## src/rtl/wormhole_ctrl.sv

```systemverilog
// Wormhole controller: bounces the original wormhole horizontally, switches the
// cheat position at frame boundaries, and issues teleports with a frame cooldown.
module wormhole_ctrl #(
    parameter int X_MIN           = 64,
    parameter int X_MAX           = 544,
    parameter int Y_ORIG          = 200,
    parameter int STEP_X          = 4,
    parameter int MOVE_FRAMES     = 2,
    parameter int CHEAT_X         = 300,
    parameter int CHEAT_Y         = 400,
    parameter int DEST_X          = 320,
    parameter int DEST_Y          = 40,
    parameter int CHEAT_DEST_X    = 100,
    parameter int CHEAT_DEST_Y    = 40,
    parameter int COOLDOWN_FRAMES = 60
) (
    input  logic               clk,
    input  logic               resetN,
    input  logic               startOfFrame,
    input  logic               cheatKey,
    input  logic               collision,
    output logic signed [10:0] topLeftX_Original,
    output logic signed [10:0] topLeftY_Original,
    output logic signed [10:0] topLeftX_Cheat,
    output logic signed [10:0] topLeftY_Cheat,
    output logic               wormholeCheat,
    output logic               teleport,
    output logic signed [10:0] teleportX,
    output logic signed [10:0] teleportY
);

    typedef enum logic [1:0] {
        ST_IDLE     = 2'd0,
        ST_TELEPORT = 2'd1,
        ST_COOLDOWN = 2'd2
    } state_t;

    localparam logic signed [10:0] X_MIN_11      = 11'(X_MIN);
    localparam logic signed [10:0] X_MAX_11      = 11'(X_MAX);
    localparam logic signed [11:0] X_MIN_12      = 12'(X_MIN);
    localparam logic signed [11:0] X_MAX_12      = 12'(X_MAX);
    localparam logic signed [11:0] STEP_POS      = 12'(STEP_X);
    localparam logic signed [11:0] STEP_NEG      = 12'(-STEP_X);
    localparam logic [15:0]        FRAME_LAST    = 16'(MOVE_FRAMES - 1);
    localparam logic [15:0]        COOL_LOAD     = 16'(COOLDOWN_FRAMES);
    localparam logic signed [10:0] DEST_X_11     = 11'(DEST_X);
    localparam logic signed [10:0] DEST_Y_11     = 11'(DEST_Y);
    localparam logic signed [10:0] C_DEST_X_11   = 11'(CHEAT_DEST_X);
    localparam logic signed [10:0] C_DEST_Y_11   = 11'(CHEAT_DEST_Y);

    state_t              state_q, state_d;
    logic signed [10:0]  x_q, x_d;
    logic                dir_neg_q, dir_neg_d;
    logic [15:0]         frame_cnt_q, frame_cnt_d;
    logic [15:0]         cool_cnt_q, cool_cnt_d;
    logic                pending_q, pending_d;
    logic                key_q, key_d;
    logic                cheat_q, cheat_d;
    logic                teleport_q, teleport_d;
    logic signed [10:0]  tele_x_q, tele_x_d;
    logic signed [10:0]  tele_y_q, tele_y_d;

    logic                move;
    logic                key_rise;
    logic signed [11:0]  x_next;

    always_comb begin
        frame_cnt_d = frame_cnt_q;
        x_d         = x_q;
        dir_neg_d   = dir_neg_q;
        move        = 1'b0;

        if (startOfFrame) begin
            if (frame_cnt_q == FRAME_LAST) begin
                frame_cnt_d = '0;
                move        = 1'b1;
            end else begin
                frame_cnt_d = frame_cnt_q + 16'd1;
            end
        end

        // Sign-extend so the overshoot past either limit is seen before clamping.
        x_next = {x_q[10], x_q} + (dir_neg_q ? STEP_NEG : STEP_POS);

        if (move) begin
            if (x_next >= X_MAX_12) begin
                x_d       = X_MAX_11;
                dir_neg_d = 1'b1;
            end else if (x_next <= X_MIN_12) begin
                x_d       = X_MIN_11;
                dir_neg_d = 1'b0;
            end else begin
                x_d = x_next[10:0];
            end
        end
    end

    always_comb begin
        key_rise = cheatKey & ~key_q;
        key_d    = cheatKey;
        cheat_d  = cheat_q;
        // A key edge coinciding with the frame pulse lands in the next frame.
        if (startOfFrame) begin
            cheat_d   = cheat_q ^ pending_q;
            pending_d = key_rise;
        end else begin
            pending_d = pending_q ^ key_rise;
        end
    end

    always_comb begin
        state_d    = state_q;
        cool_cnt_d = cool_cnt_q;
        teleport_d = 1'b0;
        tele_x_d   = tele_x_q;
        tele_y_d   = tele_y_q;

        case (state_q)
            ST_IDLE: begin
                if (collision) begin
                    state_d    = ST_TELEPORT;
                    teleport_d = 1'b1;
                    tele_x_d   = cheat_d ? C_DEST_X_11 : DEST_X_11;
                    tele_y_d   = cheat_d ? C_DEST_Y_11 : DEST_Y_11;
                end
            end
            ST_TELEPORT: begin
                cool_cnt_d = COOL_LOAD;
                state_d    = ST_COOLDOWN;
            end
            ST_COOLDOWN: begin
                if (startOfFrame) begin
                    if (cool_cnt_q <= 16'd1) begin
                        cool_cnt_d = '0;
                        state_d    = ST_IDLE;
                    end else begin
                        cool_cnt_d = cool_cnt_q - 16'd1;
                    end
                end
            end
            default: begin
                state_d = ST_IDLE;
            end
        endcase
    end

    always_ff @(posedge clk) begin
        if (resetN) begin
            state_q     <= ST_IDLE;
            x_q         <= X_MIN_11;
            dir_neg_q   <= 1'b0;
            frame_cnt_q <= '0;
            cool_cnt_q  <= '0;
            pending_q   <= 1'b0;
            key_q       <= 1'b0;
            cheat_q     <= 1'b0;
            teleport_q  <= 1'b0;
            tele_x_q    <= '0;
            tele_y_q    <= '0;
        end else begin
            state_q     <= state_d;
            x_q         <= x_d;
            dir_neg_q   <= dir_neg_d;
            frame_cnt_q <= frame_cnt_d;
            cool_cnt_q  <= cool_cnt_d;
            pending_q   <= pending_d;
            key_q       <= key_d;
            cheat_q     <= cheat_d;
            teleport_q  <= teleport_d;
            tele_x_q    <= tele_x_d;
            tele_y_q    <= tele_y_d;
        end
    end

    assign topLeftX_Original = x_q;
    assign topLeftY_Original = 11'(Y_ORIG);
    assign topLeftX_Cheat    = 11'(CHEAT_X);
    assign topLeftY_Cheat    = 11'(CHEAT_Y);
    assign wormholeCheat     = cheat_q;
    assign teleport          = teleport_q;
    assign teleportX         = tele_x_q;
    assign teleportY         = tele_y_q;

endmodule

```

## config.mk

```make
export PLATFORM = sky130hd
export DESIGN_NAME = wormhole_ctrl
export DESIGN_NICKNAME = d
export VERILOG_FILES = /design/src/rtl/wormhole_ctrl.sv
export SDC_FILE = /design/constraint.sdc
export NUM_CORES = 1
export LEC_CHECK = 0
export BUFFER_PORTS_ARGS = -buffer_cell sky130_fd_sc_hd__buf_4
export CAP_MARGIN = 40
export CORE_MARGIN = 8
export CORE_UTILIZATION = 51
export CTS_CLUSTER_SIZE = 8
export DETAILED_ROUTE_END_ITERATION = 6
export PLACE_DENSITY = 0.82
export SYNTH_ARGS = -nofsm -noshare
export SYNTH_HDL_FRONTEND = slang
export SYNTH_SLANG_ARGS = --single-unit
```

## constraint.sdc

```tcl
create_clock -name clk -period 6.7 [get_ports clk]
set_input_delay 0 -clock clk [delete_from_list [all_inputs] [get_ports clk]]
set_output_delay 0 -clock clk [all_outputs]
set_load 0.03 [all_outputs]
```

==> qor.yml, run 1 <==
worst_setup_path:
  regToRegSetupSlack_ps: 4180
  worstPathMaxFanout: 11
  worstSetupStartpoint: "dir_neg_q"
  crit_arrival_ps: 2730
  r2r-end: "topLeftX_Original[2]"
  crit_required_ps: 6920
  critPathCaptureType: "register"
  reg2reg_depth: 7
  r2r-start: "dir_neg_q"
  startpoint_type: "register"
  cp-endpoint: "topLeftX_Original[2]"
  worstSetupPathType: "register to register"
finish:
  finalNetCount: 420
  fin_util: 0.537
  final_area_sq_um: 3330
  n_antenna_cell: 0
  mostFrequentLayoutCells: "conb_1 (51), dfxtp_1 (51), nor2_1 (45)"
  syn2layout_area_growth_pct: 4.39
  drive_gt1_frac: 0.112
synthesis:
  synth_ff_type: "dfxtp_1"
  synth_compound_area_frac: 0.140
  synthXorXnorAreaFrac: 0.0826
  syn-instance-count: 381
  async_flop_share: 0
  ys_warn_count: 0
  synthMuxAreaShare: 0
  synth_area_sq_um: 3190
  ys_ff_latch: 51
  synth_top_family_by_area: "simple AND/OR/NAND/NOR gates"
  ys_types: 58
  synth-edff-count: 0
  yosysSeqAreaShare: 0.320
  synthSimpleGateAreaFrac: 0.251
  synthAdderAreaFrac: 0.0533
  syn_avg_cell_area_sq_um: 8.38
place:
  place_congestion: 0.826
  dp_slack_ps: 4210
  io_buffers: 21
  placed_cell_area_sq_um: 3190
  dpl.hpwl_mm: 4.55
cts:
  post-cts-setup-buffers: 0
  clk_pin_slew_worst_paths_ps: 90
  clk_latency_ps: 300
  cts_max_level: 2
  cts_resized: 0
  clockBufferDepth: 2
  tritoncts.num_buffers: 5
  cts_tree: "built"
  cts_sinks: 51
  clockRootBuffer: "clkbuf_8"
detailed_routing:
  drc: 0
  vias: 2471
  vias_per_cell: 5.15
  firstDrtPassIters: 4
  route.antenna.remaining_nets: 0
  wire_per_inst_um: 12.6
  drt_wl_total_mm: 6.04
  dr.first_iter.drc_count: 101
timing:
  fin_ws_ps: 4180
  setup-violations-final: 0
  rsz0062_at_grt: "false"
  relSlewSlack: 0.621
  slew_viol_final: 0
  min_period_over_period: 0.376
  fmax_ghz: 0.397
  period_needed_ps: 2520
  worst_slew_pin_slew_ps: 567
  fin_setup_tns_ps: 0
  clock_skew_ps: 6.41
  finalHoldViolCount: 0
pwr:
  vdd_drop_max_mv: 0.0893
  leakagePower_uw: 0.00139
  total_power_uw: 672
  power_density_nw_per_um2: 202
die:
  std_cell_rows: 29
  core-area_sq_um: 6200
  die_x_um: 95.1
  io_pins: 73
  die_area_sq_um: 9050
  initial_core_util: 0.515
  die_y_um: 95.1
min_path:
  hold_class: "register to register"
  min_from: "teleportX[8]"
global_route:
  grt_pass1_wl_mm: 10.2
  grt_max_degree: 17
  grt_pass1_vias: 2397
  antenna_found_initial: 0
  grt_use_total: 0.135
  overflow: 0
run:
  drv_cap: 0
run_status:
  status: "complete, no violations"
-- synth_stat cells (3+ instances only) --
| library cell | n | area share |
|---|---|---|
| dfxtp_1 | 51 | 0.32 |
| and2_1 | 4 | 0.0078 |
| nor2_1 | 45 | 0.053 |
| xnor2_1 | 12 | 0.033 |
| o31ai_1 | 5 | 0.012 |
| nand4_1 | 9 | 0.018 |
| nor4b_1 | 3 | 0.0082 |
| or3_1 | 4 | 0.0078 |
| nand2_1 | 30 | 0.035 |
| nand2b_1 | 4 | 0.0078 |
| nor3_1 | 12 | 0.019 |
| nor4_1 | 6 | 0.012 |
| a211oi_1 | 3 | 0.0071 |
| ha_1 | 12 | 0.047 |
| and3_1 | 3 | 0.0059 |
| o21a_1 | 3 | 0.0071 |
| inv_1 | 9 | 0.011 |
| a21oi_1 | 19 | 0.030 |
| buf_4 | 54 | 0.13 |
| nand3_1 | 10 | 0.016 |
| xor2_1 | 15 | 0.041 |
| a21o_1 | 3 | 0.0071 |
| clkbuf_1 | 4 | 0.0047 |
| o21ai_0 | 15 | 0.024 |
| nor2b_1 | 6 | 0.012 |
-- logic make-up after synthesis --
group,count (synthesis)
xor+xnor,28
simple gates,150
other cells,2
buf+inv,72
compound gates,65
fa+ha+maj,13
flops,51
-- area by class of cell --
cell class	count	area, sq um
fill	554	2870
clock buffer	5	68.8
inverter	10	37.5
timing repair buffer	27	218
tap	77	96.3
sequential	51	1020
clock inverter	3	20.0
multi-input combinational	307	1870
-- per-layer routing --
layer  global-route usage  up-vias  wire [um]
li1                     -     1263          -
met1                0.157     1145       2670
met2                0.239       57       2980
met3               0.0244        6        303
met4               0.0533        0         80
met5                    0        -          0
-- power breakdown --
part | switching, uW | leakage (uW) | internal (uW)
Combinational | 109 | 0.000932 | 51.9
Clock | 102 | 0.0000402 | 72.8
Sequential | 17.8 | 0.000415 | 319
-- state kept, by name, summed over array words and instances (netlist names) --
name               count
cool_cnt_q            16
dir_neg_q              1
frame_cnt_q           16
key_q                  1
pending_q              1
state_q                2
teleport               1
teleportX              3
topLeftX_Original      9
wormholeCheat          1
-- worst min path at each step --
stage | endpoint | cells after the start | slack (ps)
final | teleportX[8] | 2 | 480
after global routing | teleportX[8] | 2 | 510
after CTS | teleportX[8] | 2 | 480
after detailed placement | key_q | 2 | 230
after global placement | key_q | 2 | 220
after floorplan | key_q | 1 | 70
-- through the flow --
stage                     cells  hold slack (ps)
after global placement      466              221
after floorplan             430             71.6
final                       480              476
after CTS                   480              479
after global routing        480              513
after detailed placement    466              229
-- timing repair --
action	CTS	global route
endpoints found under the setup margin	0	0
hold endpoints to repair	13	0
hold buffers	6	0
-- worst max-delay path, cell delays in order, from the launching register on --
cell,delay [ps]
dfxtp_1,620
ha_1,390
a21oi_1,280
a21oi_1,160
nor3_1,370
xnor2_1,210
nand3_2,150
o31ai_1,240
Power figures use the tool's default switching activity.
==> run 2: changes to the inputs <==
--- a/config.mk
+++ b/config.mk
@@ -5,13 +5,14 @@
 export SDC_FILE = /design/constraint.sdc
 export NUM_CORES = 1
 export LEC_CHECK = 0
+export ABC_AREA = 1
 export BUFFER_PORTS_ARGS = -buffer_cell sky130_fd_sc_hd__buf_4
 export CAP_MARGIN = 40
 export CORE_MARGIN = 8
 export CORE_UTILIZATION = 51
 export CTS_CLUSTER_SIZE = 8
 export DETAILED_ROUTE_END_ITERATION = 6
-export PLACE_DENSITY = 0.82
+export PLACE_DENSITY = 0.81
 export SYNTH_ARGS = -nofsm -noshare
 export SYNTH_HDL_FRONTEND = slang
 export SYNTH_SLANG_ARGS = --single-unit
==> constraint.sdc (replaced) <==
create_clock -name clk -period 2.44 [get_ports clk]
set_input_delay 0 -clock clk [delete_from_list [all_inputs] [get_ports clk]]
set_output_delay 0 -clock clk [all_outputs]
set_load 0.03 [all_outputs]
==> qor.yml, run 2 <==
finish:
  final_area_sq_um: 3750
  drive_gt1_frac: 0.141
  n_antenna_cell: 0
  mostFrequentLayoutCells: "nand2_1 (110), inv_1 (63), conb_1 (51), dfxtp_1 (51), nor2_1 (48)"
  syn2layout_area_growth_pct: 5.04
  finalNetCount: 556
  final_common_cell: "nand2_1"
worst_setup_path:
  reg2reg_depth: 12
  crit_arrival_ps: 2470
  startpoint_type: "register"
  regToRegSetupSlack_ps: 210
  critPathCaptureType: "register"
  crit_required_ps: 2680
  worstSetupPathType: "register to register"
  r2r-start: "dir_neg_q"
  worstPathMaxFanout: 10
  r2r-end: "topLeftX_Original[2]"
pwr:
  clkPwrFrac: 0.323
  seq_power_share: 0.428
  vdd_drop_max_mv: 0.400
  total_power_uw: 2130
  power_density_nw_per_um2: 567
  p_switching_uw: 695
  p_int_uw: 1430
  leakagePower_uw: 0.00178
  p_sw_frac: 0.326
  pwr-share-comb: 0.248
timing:
  fin_setup_tns_ps: 0
  fmax_ghz: 0.449
  min_period_over_period: 0.913
  period_needed_ps: 2230
  slew_viol_final: 0
  clock_skew_ps: 9.37
  rsz0062_at_grt: "false"
  setup-violations-final: 0
  finalHoldViolCount: 0
detailed_routing:
  firstDrtPassIters: 5
  wire_per_inst_um: 11.4
  drc: 0
  dr.first_iter.drc_count: 172
  route.antenna.remaining_nets: 0
  vias_per_cell: 4.87
  vias: 3094
  drt_wl_total_mm: 7.26
place:
  placed_cell_area_sq_um: 3600
  place_congestion: 0.907
  io_buffers: 21
  dpl.hpwl_mm: 5.86
global_route:
  grt_pass1_vias: 2904
  overflow: 0
  grt_use_total: 0.148
  antenna_found_initial: 0
  grt_max_degree: 22
  grt_pass1_wl_mm: 12.5
synthesis:
  synth.most_common_cell: "nand2_1"
  ys_ff_latch: 51
  async_flop_share: 0
  ys_warn_count: 0
  ys_types: 41
  synth_area_sq_um: 3570
  synth_largest_area_cell: "dfxtp_1"
  synth_ff_type: "dfxtp_1"
  yosys-top-cells-area: "dfxtp_1 (29%), nand2_1 (12%), buf_4 (11%), inv_1 (6.6%), nand3_1 (5.0%)"
  synth-edff-count: 0
  syn_avg_cell_area_sq_um: 6.90
  yosysSeqAreaShare: 0.286
  synth_top_cell_area_share: 0.286
  syn-instance-count: 518
  synth_commonest_cells: "nand2_1 (110), inv_1 (63), buf_4 (54), dfxtp_1 (51), nor2_1 (48)"
min_path:
  holdPathStages: 3
  hold_end: "state_q[0]"
  hold_class: "input port to register"
  min_from: "collision"
cts:
  cts_resized: 0
  clockRootBuffer: "clkbuf_8"
  clk_latency_ps: 310
  clk_pin_slew_worst_paths_ps: 90
  post-cts-setup-buffers: 0
  cts_tree: "built"
  cts_sinks: 51
  tritoncts.num_buffers: 5
  cts_max_level: 2
  clockBufferDepth: 2
die:
  die_area_sq_um: 9940
  io_pins: 73
  die_x_um: 99.7
  die_y_um: 99.7
  std_cell_rows: 30
  initial_core_util: 0.526
  core-area_sq_um: 6790
run:
  drv_cap: 0
run_status:
  status: "complete, no violations"
## run 2: cell types whose count changed in the layout (fill, tap and decap cells not counted), moves of 5 or more
cell,change
nor2b_1,-6
nand3_1,+26
o31ai_1,-5
inv_1,+54
nand2_2,+12
nand2_1,+80
xnor2_1,-9
nor2_2,+6
## run 2: repair_timing
action,CTS,global route
endpoints found under the setup margin,0,0
hold endpoints to repair,2,0
hold buffers,2,0
## run 2: cell families after synthesis
family                     count (synthesis)  share of synthesized area
buffers and inverters                    129                      0.199
xor gates and xnor gates                  16                     0.0392
AOI/OAI and AO/OA                         52                     0.0914
and+or+nand+nor                          255                      0.335
other                                      2                    0.00210
DFF                                       51                      0.286
adders and majority gates                 13                     0.0476
## run 2: cell type report
type,count,area [sq um]
Clock buffer,5,68.8
Clock inverter,3,67.6
Fill cell,652,3040
Inverter,69,267
Multi-Input combinational cell,387,2030
Sequential cell,51,1020
Tap cell,96,120
Timing Repair Buffer,24,185
## run 2: power by group through the flow
stage	Clock, uW	Combinational [uW]	Sequential (uW)
after floorplan	0	483	944
after global placement	0	509	930
after global routing	729	584	919
after detailed placement	0	519	931
final	688	529	912
after CTS	698	524	912
## run 2: metal layers
metal	global-route usage	routed length, um	vias to the layer above
met3	0.0272	537	8
met2	0.255	3400	91
li1	-	-	1595
met1	0.179	3250	1400
met4	0.0454	62	0
met5	0	0	-
## run 2: worst max-delay path by stage
stage	end	slack [ps]	from
final	topLeftX_Original[2]	210	dir_neg_q
after global routing	topLeftX_Original[4]	10	dir_neg_q
after CTS	topLeftX_Original[2]	230	dir_neg_q
after detailed placement	topLeftX_Original[2]	260	dir_neg_q
after global placement	topLeftX_Original[2]	330	dir_neg_q
after floorplan	topLeftX_Original[5]	520	topLeftX_Original[2]
## run 2: worst max-delay path: stages (launching register included)
cell and delay [ps]:
dfxtp_1 580, ha_1 390, nand3_1 160, nand3_1 150, nand2_1 170, nand2_1 80, nand2_1 60, nand2_1 50
nor2_1 130, nor2_2 70, nand2_2 80, nand3_4 110, a21oi_2 120
## run 2: stage by stage
| stage | utilization | hold WS (ps) | setup slack [ps] | instances |
|---|---|---|---|---|
| after CTS | 0.553 | 18.5 | 229 | 635 |
| after floorplan | - | 120 | 519 | 567 |
| after global placement | 0.530 | 209 | 332 | 625 |
| final | 0.553 | 16.9 | 212 | 635 |
| after detailed placement | 0.530 | 217 | 256 | 625 |
| after global routing | 0.553 | 49.5 | 10.8 | 635 |
==> run 3: changes to the inputs <==
--- a/config.mk
+++ b/config.mk
@@ -13,6 +13,7 @@
 export CTS_CLUSTER_SIZE = 8
 export DETAILED_ROUTE_END_ITERATION = 6
 export PLACE_DENSITY = 0.81
+export RECOVER_POWER = 50
 export SYNTH_ARGS = -nofsm -noshare
 export SYNTH_HDL_FRONTEND = slang
 export SYNTH_SLANG_ARGS = --single-unit
==> qor.yml, run 3 (synthesis results as in run 2) <==
timing:
  slew_viol_final: 0
  finalHoldViolCount: 0
  period_needed_ps: 2250
  min_period_over_period: 0.921
  fin_setup_tns_ps: 0
  rsz0062_at_grt: "false"
  relSlewSlack: 0.534
  clock_skew_ps: 9.12
  setup-violations-final: 0
  worst_slew_pin_slew_ps: 699
  fmax_ghz: 0.445
place:
  io_buffers: 21
  dpl.hpwl_mm: 5.86
  dpl.cell_count: 625
  place_congestion: 0.907
finish:
  fillers: 668
  final_cells: 635
  finalNetCount: 556
  seqCellArea_sq_um: 1020
  final_common_cell: "nand2_1"
  n_antenna_cell: 0
  drive_gt1_frac: 0.100
  multi_input_area_sq_um: 2010
  mostFrequentLayoutCells: "nand2_1 (110), inv_1 (64), conb_1 (51), dfxtp_1 (51), nor2_1 (50)"
  syn2layout_area_growth_pct: 2.77
cts:
  clk_pin_slew_worst_paths_ps: 90
  post-cts-setup-buffers: 0
  clockBufferDepth: 2
  clockRootBuffer: "clkbuf_8"
  tritoncts.num_buffers: 5
  cts_resized: 0
  cts_tree: "built"
  cts_max_level: 2
  clk_latency_ps: 300
  ctsHoldBuffers: 2
  cts_sinks: 51
worst_setup_path:
  crit_arrival_ps: 2490
  path_delay_family: "simple AND/OR/NAND/NOR gates"
  reg2reg_depth: 12
  startpoint_type: "register"
  crit_chain: "ha_1 -> nand3_1 -> nand3_1 -> nand2_1 -> nand2_1 -> nand2_1 -> nand2_1 -> nor2_1 -> nor2_2 -> nand2_2 -> nand3_4 -> a21oi_2"
  slowest_stage: "dfxtp_1"
  crit_required_ps: 2680
  r2r-start: "dir_neg_q"
  regToRegSetupSlack_ps: 190
  max_stage_delay_ps: 600
  critPathCaptureType: "register"
  worstSetupStartpoint: "dir_neg_q"
  cpMostUsedCell: "nand2_1"
  worst-path-buf-inv: 0
  r2r-end: "topLeftX_Original[2]"
  worstPathMaxFanout: 10
  worstSetupPathType: "register to register"
global_route:
  grt_pass1_wl_mm: 12.5
  grt_use_met2: 0.255
  grt_pass1_vias: 2904
  overflow: 0
  use_met1: 0.179
  use_met3: 0.0272
  gr-max-usage-layer: "met2"
  antenna_found_initial: 0
  grt_max_degree: 22
  grt_use_total: 0.148
detailed_routing:
  drc: 0
  route.antenna.remaining_nets: 0
  vias_per_cell: 4.84
  dr.first_iter.drc_count: 190
  wire_per_inst_um: 11.5
  drt_wl_total_mm: 7.30
  vias: 3071
  firstDrtPassIters: 5
pwr:
  leakagePower_uw: 0.00171
  vdd_drop_max_mv: 0.387
  power_density_nw_per_um2: 575
  total_power_uw: 2110
die:
  die_x_um: 99.7
  die_y_um: 99.7
  die_area_sq_um: 9940
  std_cell_rows: 30
  core-area_sq_um: 6790
  initial_core_util: 0.526
  io_pins: 73
min_path:
  hold_end: "state_q[0]"
  hold_class: "input port to register"
  min_from: "collision"
  holdPathStages: 3
run:
  drv_cap: 0
run_status:
  status: "complete, no violations"
[run 3: worst max-delay path by stage]
stage                     cells past startpoint  slack (ps)              endpoint
after floorplan                              13         520  topLeftX_Original[5]
after global placement                       12         330  topLeftX_Original[2]
after detailed placement                     12         260  topLeftX_Original[2]
after CTS                                    12         230  topLeftX_Original[2]
after global routing                         12          10  topLeftX_Original[4]
final                                        12         190  topLeftX_Original[2]
[run 3: area by class of cell]
cell class	instances	area share
inverter	69	0.0725
clock buffer	5	0.0187
clock inverter	3	0.0184
sequential	51	0.278
timing repair buffer	24	0.0320
multi-input combinational	387	0.548
tap	96	0.0327
[run 3: per-layer routing]
metal / share of wire / up-vias
li1: - / 1602
met1: 0.46 / 1385
met2: 0.47 / 76
met3: 0.064 / 8
met4: 0.0085 / 0
met5: 0 / -
[run 3: metrics by stage]
step	instance area, sq um	setup WS (ps)	hold slack, ps	util
3_3_place_gp	3600	332	209	0.530
3_5_place_dp	3600	256	217	0.530
2_1_floorplan	3760	519	120	-
5_1_grt	3670	10.8	49.6	0.541
6_report	3670	193	21.5	0.541
4_1_cts	3750	229	18.5	0.553
[run 3: tightest hold or removal path: stages]
cell and delay, ps:
buf_4 80, nand2_1 110, nor2_1 100
[run 3: power breakdown]
| part | switching, uW | internal (uW) | total [uW] |
|---|---|---|---|
| sequential | 37.4 | 874 | 912 |
| clock | 279 | 409 | 688 |
| combinational | 376 | 137 | 514 |
| total | 693 | 1420 | 2110 |
